==> config.mk <==
export PLATFORM = sky130hd
export DESIGN_NAME = dmem_arbiter_flat
export DESIGN_NICKNAME = d
export VERILOG_FILES = /design/src/rtl/dmem_arbiter_pkg.sv /design/src/rtl/dmem_arbiter_if.sv /design/src/rtl/dmem_prio_sel.sv /design/src/rtl/dmem_arbiter.sv /design/src/flat_wrapper.sv
export SDC_FILE = /design/constraint.sdc
export NUM_CORES = 1
export LEC_CHECK = 0
export BUFFER_PORTS_ARGS = -buffer_cell sky130_fd_sc_hd__buf_2
export CAP_MARGIN = 20
export CORE_MARGIN = 2
export CORE_UTILIZATION = 45
export CTS_CLUSTER_DIAMETER = 40
export DETAILED_ROUTE_END_ITERATION = 6
export GPL_ROUTABILITY_DRIVEN = 0
export PLACE_DENSITY_LB_ADDON = 0.12
export SYNTH_ARGS = -nofsm -noshare
export SYNTH_HDL_FRONTEND = slang
export SYNTH_SLANG_ARGS = --single-unit
==> constraint.sdc <==
create_clock -name clk -period 4.92 [get_ports clk]
set_clock_uncertainty 0.2 [all_clocks]
set_input_delay 0.492 -clock clk [delete_from_list [all_inputs] [get_ports clk]]
set_output_delay 0.492 -clock clk [all_outputs]
set_load 0.05 [all_outputs]
==> src/rtl/dmem_arbiter_pkg.sv <==
// rtl/dmem_arbiter_pkg.sv - shared memory command encodings, port ids and helpers
// Purpose: single home for the data-memory command set, the idle command,
//          the requester id enum and the store-command test.
// Ports:   none (package).
package dmem_arbiter_pkg;

    // Memory command encodings; bit 3 set marks a store.
    localparam logic [3:0] MEM_IDLE = 4'b0000;
    localparam logic [3:0] MEM_LB   = 4'b0001;
    localparam logic [3:0] MEM_LH   = 4'b0010;
    localparam logic [3:0] MEM_LW   = 4'b0011;
    localparam logic [3:0] MEM_LBU  = 4'b0100;
    localparam logic [3:0] MEM_LHU  = 4'b0101;
    localparam logic [3:0] MEM_SB   = 4'b1001;
    localparam logic [3:0] MEM_SH   = 4'b1010;
    localparam logic [3:0] MEM_SW   = 4'b1011;

    // Driven onto the memory when nothing was granted: neither load nor store.
    localparam logic [3:0] CMD_IDLE = MEM_IDLE;

    typedef enum logic {
        PORT0 = 1'b0,
        PORT1 = 1'b1
    } port_e;

    function automatic logic is_store(input logic [3:0] cmd);
        return (cmd == MEM_SB) || (cmd == MEM_SH) || (cmd == MEM_SW);
    endfunction

endpackage

==> src/rtl/dmem_arbiter_if.sv <==
// rtl/dmem_arbiter_if.sv - requester, response and data-memory bus of the arbiter
// Purpose: bundles both requester ports, their grant/response signals and the
//          data-memory side into one interface.
// Ports:   P0_*/P1_*      requests (req, cmd, addr, din)
//          ARB_p*_gnt     combinational grants
//          ARB_p*_rvalid  response pulses, ARB_rdata load data
//          ARB_mem_*      registered memory drive, DM_mem_dout memory read data
// Modports: slave (arbiter side), master (requesters + memory side).
interface dmem_arbiter_if;

    logic        P0_req;
    logic [3:0]  P0_cmd;
    logic [31:0] P0_addr;
    logic [31:0] P0_din;
    logic        P1_req;
    logic [3:0]  P1_cmd;
    logic [31:0] P1_addr;
    logic [31:0] P1_din;

    logic        ARB_p0_gnt;
    logic        ARB_p1_gnt;
    logic        ARB_p0_rvalid;
    logic        ARB_p1_rvalid;
    logic [31:0] ARB_rdata;

    logic [3:0]  ARB_mem_cmd;
    logic [31:0] ARB_mem_addr;
    logic [31:0] ARB_mem_din;
    logic [31:0] DM_mem_dout;

    modport slave (
        input  P0_req, P0_cmd, P0_addr, P0_din,
        input  P1_req, P1_cmd, P1_addr, P1_din,
        output ARB_p0_gnt, ARB_p1_gnt, ARB_p0_rvalid, ARB_p1_rvalid, ARB_rdata,
        output ARB_mem_cmd, ARB_mem_addr, ARB_mem_din,
        input  DM_mem_dout
    );

    modport master (
        output P0_req, P0_cmd, P0_addr, P0_din,
        output P1_req, P1_cmd, P1_addr, P1_din,
        input  ARB_p0_gnt, ARB_p1_gnt, ARB_p0_rvalid, ARB_p1_rvalid, ARB_rdata,
        input  ARB_mem_cmd, ARB_mem_addr, ARB_mem_din,
        output DM_mem_dout
    );

endinterface

==> src/rtl/dmem_prio_sel.sv <==
// rtl/dmem_prio_sel.sv - port-0-priority grant select with bounded port-0 bursts
// Purpose: grants port 0 by default; after MAX_BURST consecutive contested
//          port-0 grants, port 1 is forced through once.
// Ports:   clk, rst      clock, synchronous active-high reset
//          p0_req/p1_req requests
//          p0_gnt/p1_gnt combinational one-hot grants (both 0 in reset)
module dmem_prio_sel #(
    parameter int MAX_BURST = 4
) (
    input  logic clk,
    input  logic rst,
    input  logic p0_req,
    input  logic p1_req,
    output logic p0_gnt,
    output logic p1_gnt
);

    localparam int CW = $clog2(MAX_BURST + 1);
    localparam logic [CW-1:0] CNT_MAX = CW'(MAX_BURST);

    logic [CW-1:0] burst_cnt;
    logic [CW-1:0] burst_cnt_nxt;
    logic          force_p1;

    always_comb begin
        p0_gnt        = 1'b0;
        p1_gnt        = 1'b0;
        burst_cnt_nxt = burst_cnt;
        force_p1      = (burst_cnt == CNT_MAX);

        if (!rst) begin
            if (p0_req && !(p1_req && force_p1)) begin
                p0_gnt = 1'b1;
            end else if (p1_req) begin
                p1_gnt = 1'b1;
            end
        end

        // The count only measures how long port 1 has been starved by port 0.
        if (p1_gnt || !p1_req) begin
            burst_cnt_nxt = '0;
        end else if (p0_gnt && !force_p1) begin
            burst_cnt_nxt = burst_cnt + CW'(1);
        end
    end

    always_ff @(posedge clk) begin
        if (rst) begin
            burst_cnt <= '0;
        end else begin
            burst_cnt <= burst_cnt_nxt;
        end
    end

endmodule

==> src/rtl/dmem_arbiter.sv <==
// rtl/dmem_arbiter.sv - two-port data-memory arbiter with two-stage response pipeline
// Purpose: picks one requester per cycle, registers its command into the
//          memory drive (stage A), then captures memory read data and pulses
//          the matching rvalid one cycle later (stage B).
// Ports:   clk, rst  clock, synchronous active-high reset
//          bus       dmem_arbiter_if.slave (requests, grants, responses, memory)
// Params:  MAX_BURST max consecutive contested port-0 grants before port 1 wins.
module dmem_arbiter
    import dmem_arbiter_pkg::*;
#(
    parameter int MAX_BURST = 4
) (
    input  logic           clk,
    input  logic           rst,
    dmem_arbiter_if.slave  bus
);

    logic        p0_gnt;
    logic        p1_gnt;

    // Stage A: memory drive plus who it belongs to.
    logic        a_valid;
    port_e       a_port;
    logic [3:0]  mem_cmd;
    logic [31:0] mem_addr;
    logic [31:0] mem_din;

    // Stage B: response.
    logic        p0_rvalid;
    logic        p1_rvalid;
    logic [31:0] rdata;

    dmem_prio_sel #(
        .MAX_BURST (MAX_BURST)
    ) u_prio_sel (
        .clk    (clk),
        .rst    (rst),
        .p0_req (bus.P0_req),
        .p1_req (bus.P1_req),
        .p0_gnt (p0_gnt),
        .p1_gnt (p1_gnt)
    );

    always_ff @(posedge clk) begin
        if (rst) begin
            a_valid  <= 1'b0;
            a_port   <= PORT0;
            mem_cmd  <= CMD_IDLE;
            mem_addr <= '0;
            mem_din  <= '0;
        end else begin
            a_valid <= p0_gnt || p1_gnt;
            if (p0_gnt) begin
                a_port   <= PORT0;
                mem_cmd  <= bus.P0_cmd;
                mem_addr <= bus.P0_addr;
                mem_din  <= bus.P0_din;
            end else if (p1_gnt) begin
                a_port   <= PORT1;
                mem_cmd  <= bus.P1_cmd;
                mem_addr <= bus.P1_addr;
                mem_din  <= bus.P1_din;
            end else begin
                // Address/data are left as-is; an idle command makes them inert.
                mem_cmd  <= CMD_IDLE;
            end
        end
    end

    always_ff @(posedge clk) begin
        if (rst) begin
            p0_rvalid <= 1'b0;
            p1_rvalid <= 1'b0;
            rdata     <= '0;
        end else begin
            p0_rvalid <= a_valid && (a_port == PORT0);
            p1_rvalid <= a_valid && (a_port == PORT1);
            if (a_valid) begin
                rdata <= bus.DM_mem_dout;
            end
        end
    end

    assign bus.ARB_p0_gnt    = p0_gnt;
    assign bus.ARB_p1_gnt    = p1_gnt;
    assign bus.ARB_mem_cmd   = mem_cmd;
    assign bus.ARB_mem_addr  = mem_addr;
    assign bus.ARB_mem_din   = mem_din;
    assign bus.ARB_p0_rvalid = p0_rvalid;
    assign bus.ARB_p1_rvalid = p1_rvalid;
    assign bus.ARB_rdata     = rdata;

endmodule

==> src/flat_wrapper.sv <==
// flat-port wrapper written by rule: the top's interface ports become plain ports
module dmem_arbiter_flat import dmem_arbiter_pkg::*;
#(
    parameter int MAX_BURST = 4
)
  (clk, rst, bus_P0_req, bus_P0_cmd, bus_P0_addr, bus_P0_din, bus_P1_req, bus_P1_cmd, bus_P1_addr, bus_P1_din, bus_ARB_p0_gnt, bus_ARB_p1_gnt, bus_ARB_p0_rvalid, bus_ARB_p1_rvalid, bus_ARB_rdata, bus_ARB_mem_cmd, bus_ARB_mem_addr, bus_ARB_mem_din, bus_DM_mem_dout);
  dmem_arbiter_if bus_i ();
  input  logic clk;
  input  logic rst;
  input wire logic [$bits(bus_i.P0_req)-1:0] bus_P0_req;
  input wire logic [$bits(bus_i.P0_cmd)-1:0] bus_P0_cmd;
  input wire logic [$bits(bus_i.P0_addr)-1:0] bus_P0_addr;
  input wire logic [$bits(bus_i.P0_din)-1:0] bus_P0_din;
  input wire logic [$bits(bus_i.P1_req)-1:0] bus_P1_req;
  input wire logic [$bits(bus_i.P1_cmd)-1:0] bus_P1_cmd;
  input wire logic [$bits(bus_i.P1_addr)-1:0] bus_P1_addr;
  input wire logic [$bits(bus_i.P1_din)-1:0] bus_P1_din;
  output wire logic [$bits(bus_i.ARB_p0_gnt)-1:0] bus_ARB_p0_gnt;
  output wire logic [$bits(bus_i.ARB_p1_gnt)-1:0] bus_ARB_p1_gnt;
  output wire logic [$bits(bus_i.ARB_p0_rvalid)-1:0] bus_ARB_p0_rvalid;
  output wire logic [$bits(bus_i.ARB_p1_rvalid)-1:0] bus_ARB_p1_rvalid;
  output wire logic [$bits(bus_i.ARB_rdata)-1:0] bus_ARB_rdata;
  output wire logic [$bits(bus_i.ARB_mem_cmd)-1:0] bus_ARB_mem_cmd;
  output wire logic [$bits(bus_i.ARB_mem_addr)-1:0] bus_ARB_mem_addr;
  output wire logic [$bits(bus_i.ARB_mem_din)-1:0] bus_ARB_mem_din;
  input wire logic [$bits(bus_i.DM_mem_dout)-1:0] bus_DM_mem_dout;
  assign bus_i.P0_req = bus_P0_req;
  assign bus_i.P0_cmd = bus_P0_cmd;
  assign bus_i.P0_addr = bus_P0_addr;
  assign bus_i.P0_din = bus_P0_din;
  assign bus_i.P1_req = bus_P1_req;
  assign bus_i.P1_cmd = bus_P1_cmd;
  assign bus_i.P1_addr = bus_P1_addr;
  assign bus_i.P1_din = bus_P1_din;
  assign bus_ARB_p0_gnt = bus_i.ARB_p0_gnt;
  assign bus_ARB_p1_gnt = bus_i.ARB_p1_gnt;
  assign bus_ARB_p0_rvalid = bus_i.ARB_p0_rvalid;
  assign bus_ARB_p1_rvalid = bus_i.ARB_p1_rvalid;
  assign bus_ARB_rdata = bus_i.ARB_rdata;
  assign bus_ARB_mem_cmd = bus_i.ARB_mem_cmd;
  assign bus_ARB_mem_addr = bus_i.ARB_mem_addr;
  assign bus_ARB_mem_din = bus_i.ARB_mem_din;
  assign bus_i.DM_mem_dout = bus_DM_mem_dout;
  dmem_arbiter #(.MAX_BURST(MAX_BURST)) u_core (.clk(clk), .rst(rst), .bus(bus_i));
endmodule
# After elaboration in Yosys (flattened, before gate mapping)
# Index checks and enable logic that the tools add are counted.
[totals]
register_bits = 107
out_inout_bits = 104
elab_cells = 36
[classes]
addsub = 1
n_eq_ne = 1
n_mux = 11
n_bitwise = 1
reduce_logical = 13
[ops]
columns = ["operator", "count"]
rows = [
  ["two-way mux 32 bit", 4],
  ["two-way mux 4 bit", 2],
  ["logical AND 1 bit", 5],
  ["two-way mux 1 bit", 5],
  ["OR reduction 2 bit", 2],
  ["adder 3 x 1 -> 3 bit (second input constant)", 1],
  ["equality test 3 bit (second input constant)", 1],
  ["logical NOT 1 bit", 3],
  ["logical OR 1 bit", 2],
  ["nonzero test 2 bit", 1],
  ["inverter 1 bit", 1],
]

# Depth between registers and ports, before layout
# Gate-level depths: netlist of the first run.
[logic_depth]
word_depth = 8
ltp_mapped = 7

# Cells and area by module
# A second synthesis of the first run with hierarchy kept.
[unflattened]
hier_cells = 435
hier_area_um2 = 4593.2
[modules_own_cells]
columns = ["module", "instances", "cells_each", "area_per_inst_um2"]
rows = [
  ["dmem_arbiter", 1, 417, 4421.7],
  ["dmem_prio_sel", 1, 18, 171.4],
]

# Least setup slack after synthesis of the first run
# No wires, ideal clock.
[synth_path]
path_type = "register -> output"
start = "reg u_core.u_prio_sel.burst_cnt[0]"
end = "out bus_ARB_p1_gnt"
arrival_time_ps = 1510
required_ps = 4228
path_slack_ps = 2718
path_stages_with_launch = 5
n_path_buf = 0
path_cell_list = "dfxtp_1 -> inv_1 -> ha_1 -> nand2_1 -> a211oi_2"
[synth_between]
elab_chain_cells = 6
[synth_lines]
columns = ["item", "line_no", "text"]
rows = [
  ["start: declaration", "dmem_prio_sel.sv:21", "logic [CW-1:0] burst_cnt;"],
  ["start signal: assignment", "dmem_prio_sel.sv:51", "burst_cnt <= burst_cnt_nxt;"],
  ["equality test 3 bit", "dmem_prio_sel.sv:29", "force_p1 = (burst_cnt == CNT_MAX);"],
  ["logical AND 1 bit", "dmem_prio_sel.sv:32", "if (p0_req && !(p1_req && force_p1)) begin"],
  ["logical NOT 1 bit", "dmem_prio_sel.sv:32", ""],
  ["logical AND 1 bit", "dmem_prio_sel.sv:32", ""],
  ["two-way mux 1 bit", "dmem_prio_sel.sv:32", ""],
  ["two-way mux 1 bit", "dmem_prio_sel.sv:31", "if (!rst) begin"],
  ["end: declaration", "flat_wrapper.sv:19", "output wire logic [$bits(bus_i.ARB_p1_gnt)-1:0] bus_ARB_p1_gnt;"],
]
# No other way between the ends.

# Worst setup path in the final report of the first run
[layout_path]
start = "in bus_P0_req"
end = "out bus_ARB_p0_gnt"
[layout_between]
elab_chain_cells = 3
[layout_lines]
columns = ["item", "line_no", "text"]
rows = [
  ["start: declaration", "flat_wrapper.sv:10", "input wire logic [$bits(bus_i.P0_req)-1:0] bus_P0_req;"],
  ["logical AND 1 bit", "dmem_prio_sel.sv:32", ""],
  ["two-way mux 1 bit", "dmem_prio_sel.sv:32", ""],
  ["two-way mux 1 bit", "dmem_prio_sel.sv:31", ""],
  ["end: declaration", "flat_wrapper.sv:18", "output wire logic [$bits(bus_i.ARB_p0_gnt)-1:0] bus_ARB_p0_gnt;"],
]
# No other way between the ends.

==> results of run 1 <==
-- critical path, delay by kind of cell --
family	cells	cell delay, ps
and+or+nand+nor	2	940
buffers and inverters	2	770
-- Yosys cell counts --
cell        n
o21ai_0    25
o2111a_1    1
a211oi_1   55
a22o_1      4
a211oi_2   10
and3b_1     1
mux2i_1    32
buf_6      10
clkbuf_1   16
nor4_1      1
inv_1       3
and3_4      1
nor2_1     96
nor2_4      2
dfxtp_1   107
a21oi_1     2
nand2_1     1
o21bai_1    1
buf_4       4
buf_2      33
nand3_2     1
nor4b_1     1
nor3b_1     1
clkbuf_2    2
o21ba_1     1
ha_1        2
nand3b_1    1
a311oi_1   64
nand2b_2    1
o21ai_1    39
-- cell type report --
cell class                      count  area (µm²)  share of cell area
Multi-Input combinational cell    343        2293              0.3657
Sequential cell                   107        2143              0.3418
Timing Repair Buffer              282        1451              0.2314
Tap cell                          136       170.2             0.02713
Clock buffer                       11       141.4             0.02255
Clock inverter                      5       60.06            0.009577
Inverter                            3       11.26            0.001796
-- power by group --
part / internal (mW) / switching [mW]
Clock: 0.252 / 0.302
Combinational: 0.167 / 0.375
Sequential: 0.928 / 0.0390
-- sequential cells by signal, indices dropped and copies added (netlist names) --
signal / count
u_core.bus.ARB_mem_addr: 32
u_core.bus.ARB_mem_din: 32
u_core.bus.ARB_rdata: 32
u_core.bus.ARB_mem_cmd: 4
u_core.u_prio_sel.burst_cnt: 3
u_core.a_port: 1
u_core.a_valid: 1
u_core.bus.ARB_p0_rvalid: 1
u_core.bus.ARB_p1_rvalid: 1
-- how the worst max path moves through the flow --
stage,startpoint,to
2_1_floorplan,u_core.u_prio_sel.burst_cnt[0],bus_ARB_p1_gnt
5_1_grt,bus_P0_req,bus_ARB_p0_gnt
3_5_place_dp,bus_P0_req,bus_ARB_p0_gnt
4_1_cts,bus_P0_req,bus_ARB_p0_gnt
6_report,bus_P0_req,bus_ARB_p0_gnt
3_3_place_gp,bus_P0_req,bus_ARB_p0_gnt
-- placed cells by master (no fill, tap or decap), types with 3 or more instances in the layout --
| cell type | count |
|---|---|
| a22o_1 | 4 |
| dfxtp_1 | 106 |
| buf_4 | 7 |
| clkbuf_8 | 10 |
| nor2_1 | 96 |
| o21ai_1 | 39 |
| inv_1 | 3 |
| a211oi_1 | 55 |
| o21ai_0 | 25 |
| mux2i_1 | 32 |
| a211oi_2 | 10 |
| a311oi_1 | 64 |
| buf_2 | 274 |
-- metal layers --
| metal | vias up | GRT usage | wire length, µm |
|---|---|---|---|
| li1 | 2401 | - | - |
| met1 | 2391 | 0.2986 | 5971 |
| met2 | 212 | 0.4349 | 7518 |
| met3 | 29 | 0.04479 | 1103 |
| met4 | 0 | 0.09799 | 401 |
| met5 | - | 0 | 0 |
-- stage by stage --
stage	setup WS (ps)	cell area [µm²]
final	2005	6271
after global routing	1876	6271
after CTS	1991	6243
after detailed placement	1996	6042
after global placement	2047	6042
after floorplan	2718	4825
-- logic make-up after synthesis --
family / count (synthesis)
AO/OA/AOI/OAI: 202
AND/OR/NAND/NOR: 107
adder cells (fa/ha/maj): 2
multiplexers: 32
buffers and inverters: 68
flip-flops: 107
==> flow_metrics.tcl, run 1 <==
set metrics [dict create \
    status "finished clean" \
    hold_ws_ps 133.6 \
    synth-compound-area-share 0.3094 \
    first_iter_violations 255 \
    detail-route-antenna-nets 0 \
    grt_pass1_wl_mm 22.86 \
    synth_area_um2 4825 \
    grt_pass1_vias 4618 \
    yosys.area_share.simple 0.09440 \
    arrival_ps 2220 \
    critPathMaxFanout 41 \
    yosysSeqAreaShare 0.4440 \
    grt_max_degree 125 \
    yosys-top-cells-area "dfxtp_1 44%, a311oi_1 12%, a211oi_1 8.6%, nor2_1 7.5%, mux2i_1 6.6%" \
    hold_start "bus_P0_cmd[1]" \
    r2r-start "u_core.u_prio_sel.burst_cnt[0]" \
    port_buffers 275 \
    fin_crit_sh 0.5925 \
    core_um2 10370 \
    yosys.area.top_type "dfxtp_1" \
    routed_wirelength_mm 15.00 \
    synthDistinctLibCells 30 \
    vias_per_cell 5.674 \
    path_cells "buf_2 > nand2b_2 > nor2_4 > buf_2" \
    slowest_stage "nand2b_2" \
    die_w_um 107.5 \
    tightest_slew_ps 1026 \
    num_rows 37 \
    critPathLaunchType "input port" \
    syn_inst 518 \
    root_buffer "clkbuf_8" \
    leakage_nw 2.866 \
    cts_tree "yes" \
    io_pins 276 \
    instances_no_fill 887 \
    fin_nets 920 \
    routedWlPerCell_um 16.91 \
    drive_above_1_share 0.4181 \
    slew_headroom 0.3159 \
    fin_setup_tns_ps 0 \
    gr-usage-all-layers 0.2478 \
    fmax_mhz 343.1 \
    maxSlewViolCount 0 \
    max_stage_delay_ps 600 \
    hp-class "in2reg" \
    vdd_drop_max_v 0.0001377 \
    post_cts.repair.setup_buffers 0 \
    syn_avg_cell_area_um2 9.314 \
    cts_buffer_depth 2 \
    clkLatencyLatePin_ps 360 \
    place_hpwl_mm 10.40 \
    syn_nets 692 \
    critical_path_class "in2out" \
    clk_pin_slew_ps 100 \
    grt_overflow 0 \
    hold_viol 0 \
    initial_utilization 0.4653 \
    antenna_cells 0 \
    cts.repair.resized 0 \
    synth_top_area_frac 0.4440 \
    power_density_nw_per_um2 329.0 \
    dp.cells 870 \
    yosys_warnings 0 \
    layout_min_cycle_time_ps 2915 \
    die_h_um 107.5 \
    cts.sinks 107 \
    synth_seq_cells 107 \
    synth_top_family_by_area "compound AO/OA/AOI/OAI gates" \
    synth_mux_area_frac 0.06639 \
    dieArea_um2 11570 \
    synth-xor-area-share 0 \
    worstSetupEndpointType "primary output" \
    cts_hold_buf 0 \
    drc 0 \
    r2r_cells 6 \
    fin_total_pwr_mw 2.063 \
    cts-buffers-inserted 9 \
    h-tree-depth 3 \
    cap_viol_max_count 0 \
    hold_depth 2 \
    rsz0062_at_grt "false" \
    areaGrowthSynthToFinish_pct 29.98 \
    final_util 0.6047 \
    nFillCells 969 \
    r2r_setup_slack_ps 2450 \
    via_count 5033 \
    synth_fa_ha_area_frac 0.005187 \
    antenna_found_initial 0 \
    r2r_end "u_core.bus.ARB_mem_din[15]" \
    worstPathRequired_ps 4230 \
    setup_violations 0 \
    first_pass_iters 5 \
    crit_top_cell "buf_2" \
    worstHoldEndpoint "u_core.bus.ARB_mem_cmd[1]" \
]
Power figures use the tool's default switching activity.
==> run 2: changes to the inputs <==
--- a/config.mk
+++ b/config.mk
@@ -5,6 +5,7 @@
 export SDC_FILE = /design/constraint.sdc
 export NUM_CORES = 1
 export LEC_CHECK = 0
+export ABC_AREA = 1
 export BUFFER_PORTS_ARGS = -buffer_cell sky130_fd_sc_hd__buf_2
 export CAP_MARGIN = 20
 export CORE_MARGIN = 2
==> constraint.sdc (replaced) <==
create_clock -name clk -period 2.85 [get_ports clk]
set_clock_uncertainty 0.2 [all_clocks]
set_input_delay 0.285 -clock clk [delete_from_list [all_inputs] [get_ports clk]]
set_output_delay 0.285 -clock clk [all_outputs]
set_load 0.05 [all_outputs]
==> run 2 against run 1 <==
Non-clock buffer count grew 49; critical path type is now reg2out; clock power grew 120%; routed wire length grew 13%; final cell count grew 34%; worst setup slack lost 1400 ps; utilization grew 3.5 points.
==> flow_metrics.tcl, run 2 <==
set metrics [dict create \
    port_buffers 275 \
    leakage_nw 4.088 \
    synth_fa_ha_area_frac 0.004866 \
    worstPathRequired_ps 2370 \
    setup_violations 0 \
    place_hpwl_mm 10.87 \
    layout_min_cycle_time_ps 2203 \
    drive_above_1_share 0.3013 \
    synth-main-ff-cell "dfxtp_1" \
    grt_use_met1 0.3309 \
    io_pins 276 \
    clkLatencyLatePin_ps 340 \
    grt_pass1_wl_mm 26.79 \
    fmax_mhz 454.0 \
    syn_avg_cell_area_um2 6.757 \
    antenna_found_initial 0 \
    met2_usage 0.4393 \
    grt_pass1_vias 5459 \
    fin_total_pwr_mw 4.019 \
    cts.sinks 107 \
    yosys.area.top_type "dfxtp_1" \
    clkPwrFrac 0.306 \
    vias_per_cell 5.019 \
    met3_usage 0.06014 \
    synth_top_area_frac 0.4165 \
    arrival_ps 1720 \
    hold_depth 5 \
    tightest_slew_ps 643.6 \
    yosys-top-cells-area "dfxtp_1 42%, nand2_1 11%, inv_1 9.7%, nand4_1 7.9%, a31oi_1 7.8%" \
    synth_edf_count 0 \
    fin_crit_sh 0.7729 \
    core_um2 11270 \
    first_pass_iters 5 \
    critPathLaunchType "register" \
    critPathMaxFanout 5 \
    gr-usage-all-layers 0.2623 \
    vdd_drop_max_v 0.0003690 \
    initial_utilization 0.4562 \
    antenna_cells 0 \
    h-tree-depth 3 \
    yosysSeqAreaShare 0.4165 \
    max_stage_delay_ps 360 \
    synth-xor-area-share 0 \
    swShare 0.3529 \
    hp-class "in2reg" \
    drc 0 \
    num_rows 39 \
    areaGrowthSynthToFinish_pct 40.32 \
    yosys.area_share.simple 0.3027 \
    dpl_cell_area_um2 6521 \
    detail-route-antenna-nets 0 \
    fin_setup_tns_ps 0 \
    cap_viol_max_count 0 \
    grt_overflow 0 \
    yosys_warnings 0 \
    routed_wirelength_mm 16.91 \
    cts_hold_buf 40 \
    ys_async_sr_fraction 0 \
    status "finished clean" \
    synth_mux_area_frac 0 \
    hold_viol 0 \
    die_h_um 110.9 \
    comb_power_share 0.277 \
    die_w_um 110.9 \
    grt-busiest-layer "met2" \
    synth_seq_cells 107 \
    synth_top_family_by_area "simple AND/OR/NAND/NOR gates" \
    layout_commonest_cell "buf_2" \
    slowest_stage "dfxtp_1" \
    yosysMostFrequentCell "nand2_1" \
    fin_nets 1211 \
    grt_max_degree 59 \
    p_sw_mw 1.418 \
    syn_inst 761 \
    post_cts.repair.setup_buffers 0 \
    r2r_cells 8 \
    synth_area_um2 5142 \
    clk_pin_slew_ps 80 \
    cts-buffers-inserted 9 \
    cts_buffer_depth 2 \
    cts.repair.resized 0 \
    root_buffer "clkbuf_16" \
    power.share.sequential 0.416 \
    nFillCells 1057 \
    final_cell_mix "275 x buf_2, 146 x nand2_1, 133 x inv_1" \
    synth-compound-area-share 0.1134 \
    synthDistinctLibCells 19 \
    dieArea_um2 12300 \
    via_count 5948 \
    first_iter_violations 528 \
    maxSlewViolCount 0 \
    p_int_mw 2.600 \
    slew_headroom 0.5703 \
    critical_path_class "reg2out" \
    syn_nets 935 \
    final_area_um2 7216 \
    cts_tree "yes" \
    worstSetupEndpointType "primary output" \
    rsz0062_at_grt "false" \
    synth_common_cells "146 x nand2_1, 133 x inv_1, 107 x dfxtp_1" \
    routedWlPerCell_um 14.27 \
    power_density_nw_per_um2 556.9 \
    path_cells "inv_1 > ha_1 > nand3_2 > nand3_2 > inv_1 > buf_2" \
]
-- run 2: cell count changes after synthesis, moves of 55 or more --
cell,before,now
nand2_1,1,146
nand3_1,0,67
inv_1,3,133
a311oi_1,64,0
a31oi_1,0,64
nand4_1,0,65
a211oi_1,55,0
-- run 2: cell families (layout without fill, tap and decap cells) --
group / Yosys count / count (layout)
AND/OR/NAND/NOR: 348 / 348
adder cells (fa/ha/maj): 2 / 2
flip-flops: 107 / 107
buffers and inverters: 204 / 485
AO/OA/AOI/OAI: 100 / 100
-- run 2: worst max-delay path, delay by kind of cell (launching register included) --
family | cells | cell delay, ps
buf+inv | 3 | 580
simple gates | 2 | 230
flops | 1 | 360
fa+ha+maj | 1 | 220
-- run 2: power groups by stage --
stage / Sequential [mW] / Clock [mW] / Combinational (mW)
4_1_cts: 1.67 / 1.26 / 1.11
5_1_grt: 1.69 / 1.32 / 1.20
6_report: 1.67 / 1.23 / 1.11
2_1_floorplan: 2.11 / 0 / 0.344
3_3_place_gp: 1.70 / 0 / 1.06
3_5_place_dp: 1.70 / 0 / 1.06
-- run 2: per-layer routing --
layer,share of wire,up-vias,wire length (µm)
met1,0.42,2642,7165
met5,0,-,0
met4,0.025,0,416
met2,0.47,258,7985
met3,0.079,31,1344
li1,-,3017,-
-- run 2: layout make-up --
cell class                 count  area [µm²]  area share
clock buffer                  11       252.7     0.03503
inverter                     138       518.0     0.07179
tap                          143       178.9     0.02480
multi-input combinational    450        2186      0.3029
clock inverter                 5       41.29    0.005722
sequential                   107        2142      0.2969
timing repair buffer         331        1897      0.2629
-- run 2: through the flow --
step	util	std cells	hold WS (ps)	worst slack [ps]
CTS	0.6401	1185	14.38	678.5
global route	0.6401	1185	38.90	520.3
finish	0.6401	1185	22.94	647.1
global placement	0.5785	1129	217.2	930.1
floorplan	-	761	188.1	1046
detailed placement	0.5785	1129	221.4	913.3
-- run 2: final timing paths --
| kind | from | to | slack, ps |
|---|---|---|---|
| worst min register to register | u_core.a_port | u_core.bus.ARB_p0_rvalid | 230 |
| worst max-delay path | u_core.u_prio_sel.burst_cnt[0] | bus_ARB_p0_gnt | 650 |
| worst min-delay path | bus_P1_din[30] | u_core.bus.ARB_mem_din[30] | 20 |
| worst max register to register | u_core.u_prio_sel.burst_cnt[0] | u_core.bus.ARB_mem_cmd[1] | 780 |
